===== config.mk =====
export PLATFORM = sky130hd
export DESIGN_NAME = multibank_read_streamer
export DESIGN_NICKNAME = d
export VERILOG_FILES = /design/src/rtl/multibank_read_streamer_pkg.sv /design/src/rtl/multibank_read_streamer_stream_fifo.sv /design/src/rtl/multibank_read_streamer.sv
export SDC_FILE = /design/constraint.sdc
export NUM_CORES = 1
export LEC_CHECK = 0
export CAP_MARGIN = 15
export CORE_MARGIN = 2
export CORE_UTILIZATION = 55
export CTS_CLUSTER_SIZE = 12
export DETAILED_ROUTE_END_ITERATION = 8
export PLACE_DENSITY_LB_ADDON = 0.25
export SETUP_SLACK_MARGIN = 0.15
export SYNTH_ARGS = -nofsm -noshare
export SYNTH_HDL_FRONTEND = slang
export SYNTH_SLANG_ARGS = --single-unit

===== constraint.sdc =====
create_clock -name clk -period 6 [get_ports clk]
set_input_delay 0.9 -clock clk [delete_from_list [all_inputs] [get_ports clk]]
set_output_delay 0.9 -clock clk [all_outputs]
set_load 0.1 [all_outputs]

===== src/rtl/multibank_read_streamer_pkg.sv =====
// Shared types and constants for the multi-bank read streamer.
// State encodings, default geometry and a ceil-log2 helper.
package multibank_read_streamer_pkg;

    localparam int unsigned DEF_BANKS = 4;
    localparam int unsigned DEF_WIDTH = 16;
    localparam int unsigned DEF_DEPTH = 256;

    typedef enum logic [1:0] {
        ST_IDLE  = 2'd0,
        ST_ISSUE = 2'd1,
        ST_DRAIN = 2'd2
    } state_e;

    function automatic int unsigned log2(input int unsigned v);
        int unsigned r;
        r = 0;
        while ((32'd1 << r) < v) r++;
        return r;
    endfunction

endpackage


===== src/rtl/multibank_read_streamer_stream_fifo.sv =====
// Single-clock first-word-fall-through FIFO for the read streamer.
// DEPTH must be a power of two so the pointers wrap naturally.
module stream_fifo
    import multibank_read_streamer_pkg::*;
#(
    parameter int WIDTH = 8,
    parameter int DEPTH = 4,
    localparam int AW = log2(DEPTH)
) (
    input  logic             clk,
    input  logic             rst_n,
    input  logic             push,
    input  logic [WIDTH-1:0] din,
    input  logic             pop,
    output logic [WIDTH-1:0] dout,
    output logic             empty,
    output logic             full,
    output logic [AW:0]      count
);

    logic [WIDTH-1:0] mem_q [DEPTH];
    logic [AW-1:0]    wr_q, rd_q;
    logic [AW:0]      cnt_q, cnt_d;
    logic             do_push, do_pop;

    assign empty   = (cnt_q == '0);
    assign full    = (cnt_q == (AW+1)'(DEPTH));
    assign count   = cnt_q;
    assign dout    = mem_q[rd_q];
    assign do_push = push && !full;
    assign do_pop  = pop && !empty;

    always_comb begin
        cnt_d = cnt_q;
        unique case ({do_push, do_pop})
            2'b10:   cnt_d = cnt_q + (AW+1)'(1);
            2'b01:   cnt_d = cnt_q - (AW+1)'(1);
            default: cnt_d = cnt_q;
        endcase
    end

    always_ff @(posedge clk or negedge rst_n) begin
        if (!rst_n) begin
            wr_q  <= '0;
            rd_q  <= '0;
            cnt_q <= '0;
            for (int i = 0; i < DEPTH; i++) mem_q[i] <= '0;
        end else begin
            cnt_q <= cnt_d;
            if (do_push) begin
                mem_q[wr_q] <= din;
                wr_q        <= wr_q + AW'(1);
            end
            if (do_pop) rd_q <= rd_q + AW'(1);
        end
    end

endmodule


===== src/rtl/multibank_read_streamer.sv =====
// Burst read sequencer for a multi-bank BRAM port B with credit-limited FIFO.
// Optional lane consistency checker: MULTIBANK_READ_STREAMER_LANE_CHECK_EN.
module multibank_read_streamer
    import multibank_read_streamer_pkg::*;
#(
    parameter int BANKS      = DEF_BANKS,
    parameter int WIDTH      = DEF_WIDTH,
    parameter int DEPTH      = DEF_DEPTH,
    parameter int ADDR       = log2(DEPTH),
    parameter int LATENCY    = 2,
    parameter int FIFO_DEPTH = 4
) (
    input  logic                   clk,
    input  logic                   rst_n,
    input  logic                   cmd_valid,
    output logic                   cmd_ready,
    input  logic [ADDR-1:0]        cmd_addr,
    input  logic [ADDR:0]          cmd_len,
    output logic [BANKS-1:0]       enb,
    output logic [BANKS*ADDR-1:0]  addrb,
    input  logic [BANKS*WIDTH-1:0] doutb,
    input  logic [BANKS-1:0]       validb,
    output logic                   m_valid,
    input  logic                   m_ready,
    output logic [BANKS*WIDTH-1:0] m_data,
    output logic                   m_last,
    output logic                   busy,
    output logic                   done
`ifdef MULTIBANK_READ_STREAMER_LANE_CHECK_EN
    ,
    output logic                   lane_err
`endif
);

    localparam int DW = BANKS * WIDTH;
    localparam int CW = log2(FIFO_DEPTH) + 1;
    localparam logic [ADDR:0] LEN_ONE = (ADDR+1)'(1);

    if (LATENCY < 1 || LATENCY > 4 || FIFO_DEPTH < LATENCY + 1) begin : g_bad_cfg
        $error("LATENCY must be 1..4 and FIFO_DEPTH >= LATENCY+1");
    end

    state_e          state_q, state_d;
    logic [ADDR-1:0] row_q, row_d;
    logic [ADDR:0]   left_q, left_d;
    logic [ADDR:0]   resp_q, resp_d;
    logic [CW-1:0]   out_q, out_d;
    logic            done_q, done_d;

    logic            accept, issue, resp, pop;
    logic [CW-1:0]   fcount;
    logic [CW:0]     used;
    logic            f_empty, f_full;
    logic [DW:0]     f_dout;

    assign accept = cmd_valid && cmd_ready;
    assign resp   = validb[0] && (out_q != '0);
    assign used   = {1'b0, out_q} + {1'b0, fcount};
    assign issue  = (state_q == ST_ISSUE) && (left_q != '0)
                 && (used < (CW+1)'(FIFO_DEPTH));
    assign pop    = m_valid && m_ready;

    assign cmd_ready = (state_q == ST_IDLE) && rst_n;
    assign busy      = (state_q != ST_IDLE);
    assign done      = done_q;
    assign enb       = {BANKS{issue}};
    assign addrb     = issue ? {BANKS{row_q}} : '0;

    assign m_valid = !f_empty;
    assign m_data  = m_valid ? f_dout[DW-1:0] : '0;
    assign m_last  = m_valid && f_dout[DW];

    always_comb begin
        state_d = state_q;
        row_d   = row_q;
        left_d  = left_q;
        resp_d  = resp_q;
        done_d  = 1'b0;
        out_d   = out_q;
        unique case ({issue, resp})
            2'b10:   out_d = out_q + CW'(1);
            2'b01:   out_d = out_q - CW'(1);
            default: out_d = out_q;
        endcase
        if (resp) resp_d = resp_q - LEN_ONE;
        unique case (state_q)
            ST_IDLE: begin
                if (accept) begin
                    row_d  = cmd_addr;
                    left_d = cmd_len;
                    resp_d = cmd_len;
                    if (cmd_len == '0) done_d = 1'b1;
                    else state_d = ST_ISSUE;
                end
            end
            ST_ISSUE: begin
                if (issue) begin
                    row_d  = row_q + ADDR'(1);
                    left_d = left_q - LEN_ONE;
                    if (left_q == LEN_ONE) state_d = ST_DRAIN;
                end
            end
            ST_DRAIN: begin
                // the last-flagged beat leaving the FIFO ends the burst
                if (pop && m_last) begin
                    done_d  = 1'b1;
                    state_d = ST_IDLE;
                end
            end
            default: state_d = ST_IDLE;
        endcase
    end

    always_ff @(posedge clk or negedge rst_n) begin
        if (!rst_n) begin
            state_q <= ST_IDLE;
            row_q   <= '0;
            left_q  <= '0;
            resp_q  <= '0;
            out_q   <= '0;
            done_q  <= 1'b0;
        end else begin
            state_q <= state_d;
            row_q   <= row_d;
            left_q  <= left_d;
            resp_q  <= resp_d;
            out_q   <= out_d;
            done_q  <= done_d;
        end
    end

    stream_fifo #(
        .WIDTH(DW + 1),
        .DEPTH(FIFO_DEPTH)
    ) u_fifo (
        .clk  (clk),
        .rst_n(rst_n),
        .push (resp),
        .din  ({(resp_q == LEN_ONE), doutb}),
        .pop  (pop),
        .dout (f_dout),
        .empty(f_empty),
        .full (f_full),
        .count(fcount)
    );

`ifdef MULTIBANK_READ_STREAMER_LANE_CHECK_EN
    logic lane_err_q;
    logic unused_full;
    assign unused_full = f_full;
    assign lane_err    = lane_err_q;

    always_ff @(posedge clk or negedge rst_n) begin
        if (!rst_n) begin
            lane_err_q <= 1'b0;
        end else if (((validb != '0) && (validb != '1))
                  || (validb[0] && (out_q == '0))) begin
            lane_err_q <= 1'b1;
        end else if (accept) begin
            lane_err_q <= 1'b0;
        end
    end
`else
    logic unused_vb;
    assign unused_vb = ^{validb[BANKS-1:1], f_full};
`endif

endmodule


-- After elaboration in Yosys (flattened, before gate mapping)
Index checks and enable logic that the tools add are counted.
- input port bits: 89
- word-level logic and storage cells: 96
- latch bits: 0
- RAM bits: 0
- output and inout port bits: 105
- ROM bits: 0
- memories: 0
- flip-flop bits (word level): 299
- reductions and logical operators: 24
- muxes and demuxes: 29
- bitwise operators: 2
- $add $sub $neg: 10
- shift-type cells: 0
- $mul: 0
- div/mod/pow operators: 0
- equal/unequal tests: 14
- order comparisons: 4
- operators with widths (operator ; number):
    260-bit bitwise mux ; 1
    65-bit two-way mux ; 3
    65-bit binary-select mux with 2-bit select ; 1
    65-bit demux with 2-bit select ; 1
    64-bit two-way mux ; 1
    9-bit two-way mux ; 5
    32-bit two-way mux ; 1
    9-bit by 1-bit equality test with 1-bit output (second input constant) ; 2
    9-bit case mux with 2 select lines ; 1
    9-bit by 1-bit subtractor with 9-bit output (second input constant) ; 2
    8-bit two-way mux ; 2
    8-bit case mux with 2 select lines ; 1
    3-bit case mux with 2 select lines ; 2
    1-bit logical AND ; 11
    2-bit two-way mux ; 5
    9-bit zero test ; 1
    9-bit nonzero test ; 1
    8-bit by 1-bit adder with 8-bit output (second input constant) ; 1
    2-bit inequality test (second input constant) ; 4
    2-bit nonzero test ; 4
    3-bit by 1-bit adder with 3-bit output (second input constant) ; 2
    2-bit by 1-bit equality test with 1-bit output (second input constant) ; 3
    2-bit equality test (second input constant) ; 3
    3-bit >= comparator (second input constant) ; 2
    other kinds (17) ; 23

-- Depth between registers and ports, before layout
- word-level depth: 8
- mapped depth: 14
- gate-level depth less buffers: 11

-- By module
Synthesis repeated with hierarchy kept, for this count alone.
- cells, all modules: 998
- area total of the unflattened synthesis: 14391.3 um2
- modules (own cells, without submodules) (module ; area an instance (um2) ; sequential area each (um2) ; instances ; cells an instance):
    stream_fifo ; 11688.7 ; 6681.4 ; 1 ; 668
    multibank_read_streamer ; 2702.6 ; 800.8 ; 1 ; 330

-- Least setup slack after synthesis
OpenSTA, ideal clock, no wires.
- path type: flip-flop to output port
- start point: register u_fifo.cnt_q[2] (netlist: u_fifo.count[2])
- end point: output addrb[16]
- required time: 5100 ps
- buffers on the path: 3
- setup slack: 1745 ps
- stages on the path, launching flop included: 10
- arrival time: 3355 ps
- path through: dfrtp_1 -> ha_1 -> nor3_1 -> and3_1 -> buf_4 -> and2_4 -> buf_6 -> inv_6 -> nor2_1 -> buf_4
- word-level cells in the longest chain between the ends: 4
- RTL lines (what ; line ; text):
    start, declared ; multibank_read_streamer_stream_fifo.sv:23 ; logic [AW:0] cnt_q, cnt_d;
    start signal, assigned ; multibank_read_streamer_stream_fifo.sv:49 ; cnt_q <= cnt_d;
    3-bit by 3-bit adder with 4-bit output ; multibank_read_streamer.sv:58 ; assign used = {1'b0, out_q} + {1'b0, fcount};
    4-bit by 3-bit less-than comparator with 1-bit output ; multibank_read_streamer.sv:60 ; && (used < (CW+1)'(FIFO_DEPTH));
    1-bit logical AND ; multibank_read_streamer.sv:60 ;
    net issue ; multibank_read_streamer.sv:50 ; logic accept, issue, resp, pop;
    32-bit two-way mux ; multibank_read_streamer.sv:67 ; assign addrb = issue ? {BANKS{row_q}} : '0;
    end, declared ; multibank_read_streamer.sv:20 ; output logic [BANKS*ADDR-1:0] addrb,
The timed path passes the listed nets, and every way through them passes these cells.

-- Worst setup path in the final report
- start point: register u_fifo.cnt_q[2] (netlist: u_fifo.count[2])
- end point: output addrb[24]
- word-level cells in the longest chain between the ends: 4
- RTL lines (what ; line):
    3-bit by 3-bit adder with 4-bit output ; multibank_read_streamer.sv:58
    4-bit by 3-bit less-than comparator with 1-bit output ; multibank_read_streamer.sv:60
    1-bit logical AND ; multibank_read_streamer.sv:60
    32-bit two-way mux ; multibank_read_streamer.sv:67
No other way between the ends.

==> results.toml <==
[logic_synthesis]
ys_top_cells_by_area = "dfrtp_1, mux2_2, mux4_2, and2_1, buf_4"
synthFlopType = "dfrtp_1"
synth_edf_count = 0
synth-seq-cells = 299
syn_avg_cell_area_um2 = 14.2
synth_nets = 1107
netlist_area_mm2 = 0.0142
synth_cell_type_count = 49
yosys.area.top_type_share_pct = 52.6
synth_area_leader_cell = "dfrtp_1"
ys_seq_area_share_pct = 52.6
synthArstFlopShare_pct = 100
ys_warn_count = 0
syn_inst = 1002

[sta]
setup-tns-final_ps = 0
finClkSkew_ps = 8.85
slew_viol_final = 0
fin_crit_sh_pct = 77.2
max_freq_ghz = 0.216
setup_violations = 0
rsz0062_at_grt = "no"
slew_headroom_pct = 25.0
final_hold_viol_count = 0
layout_min_cycle_time_ps = 4630
worstMarginPinSlew_ps = 1120

[grt]
track_usage_pct = 22.5
antenna_found_initial = 1
grt_pass1_wl_um = 48000
grt_max_degree = 84
grt_pass1_vias = 8995
grt_overflow = 0

[outcome]
status = "completed"

[floorplan]
die_w_um = 165
start_util_pct = 56.3
dieHeight_um = 165
rows = 58
dieArea_mm2 = 0.0271
io_pins = 194
coreArea_mm2 = 0.0253

[critical_path]
critPathLaunchType = "flip-flop"
crit_path_end_kind = "output pin"
cp_top_family = "buffers and inverters"
crit_buf_inv = 2
path_max_fanout = 9
cp_cell_sequence = "ha_1, nor3_1, and3_1, and2_4, inv_6, nor2_1, clkdlybuf4s50_1"
crit_type = "reg2out"
cp_slowest_cell = "clkdlybuf4s50_1"
max_stage_delay_ps = 1200
critPathRequiredTime_ps = 5100
cp_data_arrival_time_ps = 3730

[placement]
port_buffers = 190
placed_area_mm2 = 0.0161
gp_congestion = 0.854
hpwl_um = 17600

[route]
viasPerCell = 5.74
wl_per_cell_um = 19.7
drtPass1Iterations = 4
met3_length_um = 1640
ant_nets = 0
wirelength_um = 29600
wl_met1_um = 13100
vias = 8592
routed.top_layer = "met4"
met2WireLength_um = 14400
drt_iter0_drc = 627
route.detailed.drc = 0

[cells_and_area]
n_fill_cell = 1788
areaGrowthSynthToFinish_pct = 21.2
drive_above_1_share_pct = 32.7
final_nets = 1248
num_antenna_cells = 0
postLayoutCellArea_mm2 = 0.0172

[clock_network]
hold_buffers = 0
cts_resized = 0
path_clk_slew_ps = 60
clock_path_buffers = 3
clk-insertion-delay-late_ps = 490
root_buffer = "clkbuf_16"
postCtsSetupBuffers = 0
htree_levels = 2
cts_tree = "yes"
clock-sinks = 299
cts_buffers = 34

[min_path]
hp-class = "in2async"

[run]
cap_violations = 0
==> synth_stat cells, drive strengths merged, types with 8 or more instances <==
master,n
and3,13
mux4,65
mux2,256
clkbuf,21
nor2,21
nand3,8
and2,68
inv,23
a21oi,16
nand2,33
ha,14
xnor2,11
nor3,12
dfrtp,299
buf,70
o21ai,29
==> per-layer routing <==
layer	vias up	GRT usage [%]
met5	-	0
met4	0	5.10
met3	39	4.77
met2	217	36.9
met1	4466	31.4
li1	3870	-
==> layout by cell type, fill, tap and decap left out, types with 8 or more instances in the layout <==
cell / netlist / layout
dfrtp_1: 299 / 297
mux2_2: 240 / 240
clkdlybuf4s50_1: 0 / 189
and2_1: 67 / 67
mux4_2: 65 / 65
clkbuf_16: 0 / 35
nand2_1: 33 / 29
o21ai_0: 28 / 28
inv_1: 22 / 22
nor2_1: 21 / 21
mux2_1: 16 / 16
a21oi_1: 15 / 15
ha_1: 14 / 14
and3_1: 13 / 13
clkbuf_8: 0 / 12
nor3_1: 11 / 11
xnor2_1: 11 / 11
nand3_1: 8 / 8
==> state kept, by name (all words and copies together), names as in the netlist <==
signal        count
done              1
left_q            9
out_q             3
resp_q            9
row_q             8
state_q           2
u_fifo.count      3
u_fifo.mem_q    260
u_fifo.rd_q       2
u_fifo.wr_q       2
==> cell type report <==
| type | instances | area, µm² | area share, % |
|---|---|---|---|
| timing repair buffer | 196 | 1980 | 11.5 |
| clock buffer | 53 | 1060 | 6.18 |
| sequential | 299 | 7490 | 43.5 |
| tap | 330 | 413 | 2.40 |
| inverter | 23 | 91.3 | 0.530 |
| clock inverter | 7 | 88.8 | 0.516 |
| multi-input combinational | 589 | 6100 | 35.4 |
==> worst paths after layout <==
path / end / start / slack (ps) / cells past startpoint
setup / recovery: addrb[24] / u_fifo.count[2]$_DFFE_PN0P_ / 1370 / 7
setup reg to reg: u_fifo.count[2]$_DFFE_PN0P_ / u_fifo.count[2]$_DFFE_PN0P_ / 2900 / 9
max in group asynchronous: u_fifo.rd_q[0]$_DFFE_PN0P_ / rst_n / 3170 / 3
hold / removal: u_fifo.mem_q[218]$_DFFE_PN0P_ / rst_n / 370 / 1
min in group clk: u_fifo.mem_q[259]$_DFFE_PN0P_ / u_fifo.mem_q[259]$_DFFE_PN0P_ / 480 / 2
hold reg to reg: u_fifo.mem_q[259]$_DFFE_PN0P_ / u_fifo.mem_q[259]$_DFFE_PN0P_ / 480 / 2
==> through the flow <==
| stage | hold slack, ps | std cells | setup WS [ps] | utilization (%) |
|---|---|---|---|---|
| 2_1_floorplan | 445 | 1002 | 1750 | - |
| 3_3_place_gp | 460 | 1437 | 1870 | 63.6 |
| 3_5_place_dp | 470 | 1437 | 1840 | 63.6 |
| 4_1_cts | 394 | 1497 | 1300 | 68.2 |
| 5_1_grt | 413 | 1497 | 1190 | 68.2 |
| 6_report | 367 | 1497 | 1370 | 68.2 |
==> cell families after synthesis <==
logic type | after synthesis | synth area share (%)
flops | 299 | 52.6
buf+inv | 114 | 4.67
simple gates | 164 | 6.27
fa+ha+maj | 16 | 1.51
mux | 323 | 30.7
xor+xnor | 17 | 1.05
compound gates | 69 | 3.14
Power is not shown: default switching activity piles up to over one toggle a cycle in this logic, so the estimate is an artifact.
